$ cat src/rtl/logic_eval_pipe_pkg.sv
// Shared definitions for the logic_eval_pipe block: function-select encoding
// and default widths.
package logic_eval_pipe_pkg;

    typedef enum logic [1:0] {
        MODE_AND_OR  = 2'd0,
        MODE_OR_ANDN = 2'd1,
        MODE_XOR3    = 2'd2,
        MODE_AND3    = 2'd3
    } mode_e;

    localparam int DEF_WIDTH = 4;
    localparam int DEF_CNT_W = 8;

endpackage

$ cat src/rtl/logic_eval_pipe_fn.sv
// Combinational bitwise evaluator: selected function of a/b/c on d, ~c on e.
module logic_eval_pipe_fn
    import logic_eval_pipe_pkg::*;
#(
    parameter int WIDTH = DEF_WIDTH
) (
    input  logic [WIDTH-1:0] a,
    input  logic [WIDTH-1:0] b,
    input  logic [WIDTH-1:0] c,
    input  mode_e            mode,
    output logic [WIDTH-1:0] d,
    output logic [WIDTH-1:0] e
);

    always_comb begin
        d = '0;
        unique case (mode)
            MODE_AND_OR:  d = (a & b) | ~c;
            MODE_OR_ANDN: d = (a | b) & ~c;
            MODE_XOR3:    d = a ^ b ^ c;
            MODE_AND3:    d = a & b & c;
            default:      d = '0;
        endcase
    end

    assign e = ~c;

endmodule

$ cat src/rtl/logic_eval_pipe.sv
// Two-stage pipelined bitwise evaluator with valid qualification, per-bit
// rising-edge detection on d and a saturating count of non-zero beats.
module logic_eval_pipe
    import logic_eval_pipe_pkg::*;
#(
    parameter int WIDTH = DEF_WIDTH,
    parameter int CNT_W = DEF_CNT_W
) (
    input  logic             clk,
    input  logic             rst,
    input  logic             in_valid,
    input  logic [WIDTH-1:0] a,
    input  logic [WIDTH-1:0] b,
    input  logic [WIDTH-1:0] c,
    input  logic [1:0]       mode,
    input  logic             cnt_clr,
    output logic             out_valid,
    output logic [WIDTH-1:0] d,
    output logic [WIDTH-1:0] e,
    output logic [WIDTH-1:0] d_rise,
    output logic [CNT_W-1:0] hit_cnt
);

    function automatic logic [CNT_W-1:0] sat_inc(input logic [CNT_W-1:0] cnt);
        if (&cnt) begin
            return cnt;
        end
        return cnt + 1'b1;
    endfunction

    logic [WIDTH-1:0] a_p1;
    logic [WIDTH-1:0] b_p1;
    logic [WIDTH-1:0] c_p1;
    mode_e            mode_p1;
    logic             vld_p1;

    logic [WIDTH-1:0] d_fn;
    logic [WIDTH-1:0] e_fn;

    logic [WIDTH-1:0] d_p2;
    logic [WIDTH-1:0] e_p2;
    logic [WIDTH-1:0] d_rise_p2;
    logic [WIDTH-1:0] d_prev;
    logic             vld_p2;
    logic [CNT_W-1:0] hit_cnt_p2;

    // ---- stage 1: capture operands every cycle, valid travels alongside
    always_ff @(posedge clk) begin
        if (rst) begin
            a_p1    <= '0;
            b_p1    <= '0;
            c_p1    <= '0;
            mode_p1 <= MODE_AND_OR;
            vld_p1  <= 1'b0;
        end else begin
            a_p1    <= a;
            b_p1    <= b;
            c_p1    <= c;
            mode_p1 <= mode_e'(mode);
            vld_p1  <= in_valid;
        end
    end

    logic_eval_pipe_fn #(
        .WIDTH (WIDTH)
    ) u_fn (
        .a    (a_p1),
        .b    (b_p1),
        .c    (c_p1),
        .mode (mode_p1),
        .d    (d_fn),
        .e    (e_fn)
    );

    // ---- stage 2: result registers, edge detect and hit counter
    always_ff @(posedge clk) begin
        if (rst) begin
            d_p2      <= '0;
            e_p2      <= '0;
            d_rise_p2 <= '0;
            d_prev    <= '0;
            vld_p2    <= 1'b0;
        end else begin
            vld_p2 <= vld_p1;
            if (vld_p1) begin
                d_p2      <= d_fn;
                e_p2      <= e_fn;
                d_rise_p2 <= d_fn & ~d_prev;
                d_prev    <= d_fn;
            end else begin
                d_rise_p2 <= '0;
            end
        end
    end

    // Clear takes priority over a coincident increment.
    always_ff @(posedge clk) begin
        if (rst || cnt_clr) begin
            hit_cnt_p2 <= '0;
        end else if (vld_p1 && (|d_fn)) begin
            hit_cnt_p2 <= sat_inc(hit_cnt_p2);
        end
    end

    assign out_valid = vld_p2;
    assign d         = d_p2;
    assign e         = e_p2;
    assign d_rise    = d_rise_p2;
    assign hit_cnt   = hit_cnt_p2;

endmodule
$ cat config.mk
export PLATFORM = sky130hd
export DESIGN_NAME = logic_eval_pipe
export DESIGN_NICKNAME = d
export VERILOG_FILES = /design/src/rtl/logic_eval_pipe_pkg.sv /design/src/rtl/logic_eval_pipe_fn.sv /design/src/rtl/logic_eval_pipe.sv
export SDC_FILE = /design/constraint.sdc
export NUM_CORES = 1
export LEC_CHECK = 0
export ABC_AREA = 1
export BUFFER_PORTS_ARGS = -buffer_cell sky130_fd_sc_hd__clkbuf_2
export CORE_ASPECT_RATIO = 1.75
export CORE_MARGIN = 2
export CORE_UTILIZATION = 30
export CTS_BUF_LIST = sky130_fd_sc_hd__clkbuf_2
export CTS_CLUSTER_DIAMETER = 30
export CTS_CLUSTER_SIZE = 28
export DETAILED_ROUTE_END_ITERATION = 6
export GPL_TIMING_DRIVEN = 1
export PLACE_DENSITY = 0.47
export SETUP_SLACK_MARGIN = 0.05
export SYNTH_ARGS = -nofsm -noshare
export SYNTH_HDL_FRONTEND = slang
export SYNTH_SLANG_ARGS = --single-unit
export TNS_END_PERCENT = 20
$ cat constraint.sdc
create_clock -name clk -period 2.01 [get_ports clk]
set_input_delay 0.402 -clock clk [delete_from_list [all_inputs] [get_ports clk]]
set_output_delay 0.402 -clock clk [all_outputs]
set_load 0.02 [all_outputs]
# [Word level (Yosys, flattened, before mapping)]
# Cells that the tools add are included.
[totals] register_bits=36 out_inout_bits=21 word_cells=38
[classes] addsub=1 n_eq_ne=4 n_mux=5 n_bitwise=11 n_reduce_logical=7
[ops] cell="4-bit AND" n=4
[ops] cell="4-bit one-hot mux with 4 select lines" n=1
[ops] cell="8-bit by 1-bit adder with 8-bit output, second input constant" n=1
[ops] cell="8-bit 2-to-1 mux" n=1
[ops] cell="4-bit inverter" n=2
[ops] cell="4-bit OR" n=2
[ops] cell="8-bit AND reduction" n=1
[ops] cell="4-bit XOR" n=2
[ops] cell="2-bit equality test, second input constant" n=2
[ops] cell="4-bit OR reduction" n=1
[ops] cell="1-bit 2-to-1 mux" n=3
[ops] cell="2-bit by 1-bit equality test with 1-bit output, second input constant" n=1
[ops] cell="2-bit zero test" n=1
[ops] cell="2-bit inequality test, second input constant" n=1
[ops] cell="2-bit AND reduction" n=1
[ops] cell="2-bit OR reduction" n=1
[ops] cell="1-bit logical AND" n=1
[ops] cell="1-bit logical OR" n=1
[ops] cell="1-bit inverter" n=1

# [Logic depth before layout (Yosys ltp)]
[logic_depth] depth_word=9 depth_mapped=12 mapped_depth_nobuf=12

# [Hierarchy]
# From an unflattened synthesis, not the netlist that was laid out.
[hier_totals] hier_cells=243 hier_area_um2=1687.9
[modules_own_cells] module="logic_eval_pipe" n_inst=1 cells_each=172 area_each_um2=1331.3 seq_area_each_um2=720.7
[modules_own_cells] module="logic_eval_pipe_fn" n_inst=1 cells_each=71 area_each_um2=356.6 seq_area_each_um2=0.0

# [Worst setup path after synthesis]
# OpenSTA, ideal clock, no wires.
[synth_path] path_type="register -> register" start="register hit_cnt_p2[1] (netlist: hit_cnt[1])" end="register hit_cnt_p2[3] (netlist: hit_cnt[3])" setup_ps=114 arrival_ps=1469 required_time_ps=1896 setup_slack_ps=426 stages_incl_launch_ff=12 period_less_slack_ps=1584 cell_sequence="dfxtp_1 > ha_1 > nand2_1 > nor2_1 > and3_1 > nand2_2 > nand2_1 > inv_1 > nand3_1 > nand2_1 > nand2_1 > nor2_1"
[synth_between] elab_chain_len=6 elab_cells_between_ends=8 classes_between="add/sub (1); eq/ne (1); mux (4); reduce/logical (2)"
[synth_rtl] element="start: declaration" line="logic_eval_pipe.sv:45" text="logic [CNT_W-1:0] hit_cnt_p2;"
[synth_rtl] element="start signal: assignment" line="logic_eval_pipe.sv:101" text="hit_cnt_p2 <= sat_inc(hit_cnt_p2);"
[synth_rtl] element="8-bit AND reduction" line="logic_eval_pipe.sv:25" text="if (&cnt) begin"
[synth_rtl] element="1-bit 2-to-1 mux" line="logic_eval_pipe.sv:25"
[synth_rtl] element="1-bit 2-to-1 mux" line="logic_eval_pipe.sv:100" text="end else if (vld_p1 && (|d_fn)) begin"
[synth_rtl] element="1-bit 2-to-1 mux" line="logic_eval_pipe.sv:98" text="if (rst || cnt_clr) begin"
[synth_rtl] element="2-bit inequality test (no source line)"
[synth_rtl] element="2-bit AND reduction (no source line)"
# Parallel ways exist; a longest one is shown, timed or not. The select of a mux whose other input is x is not followed.
# A chain may end at the register's enable or synchronous reset.

# [Worst setup path in the final report]
[layout_path] start="register a_p1[3]" end="register hit_cnt_p2[0] (netlist: hit_cnt[0])"
[layout_between] elab_chain_len=6 elab_cells_between_ends=11 classes_between="mux (1); bitwise (7); reduce/logical (3)"
[layout_rtl] element="start: declaration" line="logic_eval_pipe.sv:31" text="logic [WIDTH-1:0] a_p1;"
[layout_rtl] element="start signal: assignment" line="logic_eval_pipe.sv:50" text="a_p1 <= '0;"
[layout_rtl] element="start signal: assignment" line="logic_eval_pipe.sv:56" text="a_p1 <= a;"
[layout_rtl] element="4-bit AND (tied with other cells)" line="logic_eval_pipe_fn.sv:18, logic_eval_pipe_fn.sv:21"
[layout_rtl] element="4-bit AND (tied with other cells)" line="logic_eval_pipe_fn.sv:21" text="MODE_AND3: d = a & b & c;"
[layout_rtl] element="4-bit one-hot mux with 4 select lines (*)" line="logic_eval_pipe_fn.sv:17" text="unique case (mode)"
[layout_rtl] element="4-bit OR reduction (*)" line="logic_eval_pipe.sv:100"
[layout_rtl] element="1-bit logical AND (*)" line="logic_eval_pipe.sv:100"
[layout_rtl] element="2-bit AND reduction (no source line) (*)"
# Every way passes the cells marked *; elsewhere a longest branch is shown, timed or not.

==> metrics.cfg <==
[drt]
vias_per_cell=4.19
vias=1474
dr.first_iter.drc_count=48
wl_um=3420
final_antenna_net_count=0
wire_per_inst_um=9.71
drt_pre_antenna_iters=4
drcViolationCount=0

[logic_synthesis]
synthesis.nets=261
ys_types=19
synthTopCellsByCount=inv_1 (45), nand2_1 (44), nor2_1 (41)
synth_area_leaders=dfxtp_1 (44%), inv_1 (10%), nand2_1 (10%)
synth_cells=234
synth-edff-count=0
syn_area_sq_um=1660
ys_warn_count=0
synth_top_area_share=0.435
synth_area_leader_cell=dfxtp_1
synthArstFlopShare=0
synth.avg_cell_area_sq_um=7.08
synth_seq_area_share=0.435
synth_most_common_cell=inv_1
ys_ff_latch=36
synth-main-ff-cell=dfxtp_1

[outcome]
status=finished clean

[floorplan]
core_sq_um=5300
row_count=35
initial_core_util=0.313
dieArea_sq_um=6160
die_x_um=60.2
pin_count=39
die_y_um=102

[grt]
grt_start_max_net_pins=19
grt_pass1_vias=1421
grt_pass1_wl_um=5870
track_usage=0.128
grt-ovfl-total=0
antenna_found_initial=0

[min_path]
holdPathStages=3
hp-class=input pin to flip-flop

[cells_and_area]
fill_cells=604
final_cells=352
num-nets-final=304
final_util=0.377
drive_gt1_frac=0.216
diodes=0
area_growth_pct=20.6

[timing]
setup_viol=0
max_slew.worst_pin.slew_ns=0.416
fin_skew_ns=0.0115
hold_violations=0
fmax_ghz=0.592
finalCritPeriodShare=0.840
rsz0062_at_grt=false
tns_ns=0
relSlewSlack=0.722
slew_violations=0
fin_crit_ns=1.69
fin_ws_ns=0.321

[critical_path]
worstPathCellList=inv_1 > ha_1 > inv_1 > nand2_1 > nand3_1 > nand4_1 > nor2_2 > nand2_4 > nand3_4 > nand2_1 > nand2_1 > nor2_1
cp-end-kind=flip-flop
path_common_cell=nand2_1
r2r_cells=12
regToRegSetupSlack_ns=0.32
start_kind=flip-flop
slowest_delay_ns=0.37
crit_type=flip-flop to flip-flop
required_ns=2.31
cp.arrival_ns=1.99
crit_path_max_fanout=10
cpMaxStageDelayCell=dfxtp_1

[clock_network]
insertion_delay_ns=0.38
numCtsBuffers=5
ctsResizeCount=0
h-tree-depth=2
numClockSinks=36
clk_path_buf_depth=2
postCtsSetupBuffers=0
cts_tree=done
cts_root_buffer=clkbuf_2
path_clk_slew_ns=0.18
cts-hold-fix-buffers=0

[place]
dp_slack_ns=0.337
hpwl_um=2720
port_buffers=38
dp.cells=344
routabilityCongestion=0.815

[pwr]
ir_worst_vdd_v=0.000344
p_leak_nw=1.08
power_density_nw_per_um2=695

[run]
cap_viol_max_count=0

==> worst max-delay path: cells and delay by family, from the launching register on <==
family / cells / cell delay, ns
DFF: 1 / 0.37
adders and majority gates: 1 / 0.30
buffers and inverters: 2 / 0.11
and+or+nand+nor: 9 / 0.82
==> final timing paths <==
path / startpoint / to
worst min register to register: d_prev[3]$_SDFFE_PP0P_ / d_rise[3]$_SDFF_PP0_
worst max-delay path: a_p1[3]$_SDFF_PP0_ / hit_cnt[0]$_SDFFE_PP0P_
worst min-delay path: b[3] / b_p1[3]$_SDFF_PP0_
worst max register to register: a_p1[3]$_SDFF_PP0_ / hit_cnt[0]$_SDFFE_PP0P_
==> power breakdown <==
part           leakage [nW]  internal, W  switching [W]
clock                0.0380     0.000203       0.000241
combinational         0.742    0.0000649       0.000109
sequential            0.296     0.000747      0.0000239
total                  1.08      0.00101       0.000373
==> per-stage QoR <==
stage	cell area (sq um)	power, W	hold WS, ns
after floorplan	1660	0.000903	0.474
after global placement	1940	0.000963	0.438
after detailed placement	1940	0.000964	0.433
after CTS	2000	0.00141	0.156
after global routing	2000	0.00147	0.153
final	2000	0.00139	0.182
==> sequential cells by signal, indices dropped and copies added (netlist names) <==
name	flops
a_p1	4
b_p1	4
c_p1	4
d_prev	4
d_rise	4
e	4
hit_cnt	8
mode_p1	2
out_valid	1
vld_p1	1
==> per-layer routing <==
metal	global-route usage	vias to the layer above	wire, um
met2	0.242	28	1880
li1	-	800	-
met5	0	-	0
met4	0.0564	0	78
met1	0.123	641	1340
met3	0.0354	5	117
==> placed cells by master, fill, tap and decap left out, drive strengths merged <==
master and instances:
buf 1, xor2 1, nand3 21, nand4 9
nor2 44, clkbuf 43, nand2 46, inv 52
ha 9, clkinv 2, o21ai 8, dfxtp 36
and3 1, bufinv 1, a21oi 4
==> area by class of cell <==
class                           instances  area [sq um]  share of cell area
Clock buffer                            5          25.0              0.0125
Clock inverter                          3          37.5              0.0188
Inverter                               52           195              0.0977
Multi-Input combinational cell        143           729               0.365
Sequential cell                        36           721               0.361
Tap cell                               74          92.6              0.0463
Timing Repair Buffer                   39           198              0.0989
==> cell families after synthesis <==
family                   count (synthesis)  synth area share
AO/OA/AOI/OAI                           12            0.0362
XOR/XNOR                                 1           0.00529
adder cells (fa/ha/maj)                  9            0.0680
buffers and inverters                   55             0.125
flip-flops                              36             0.435
AND/OR/NAND/NOR                        121             0.331
Note: power is estimated with default switching activity, not from simulation.
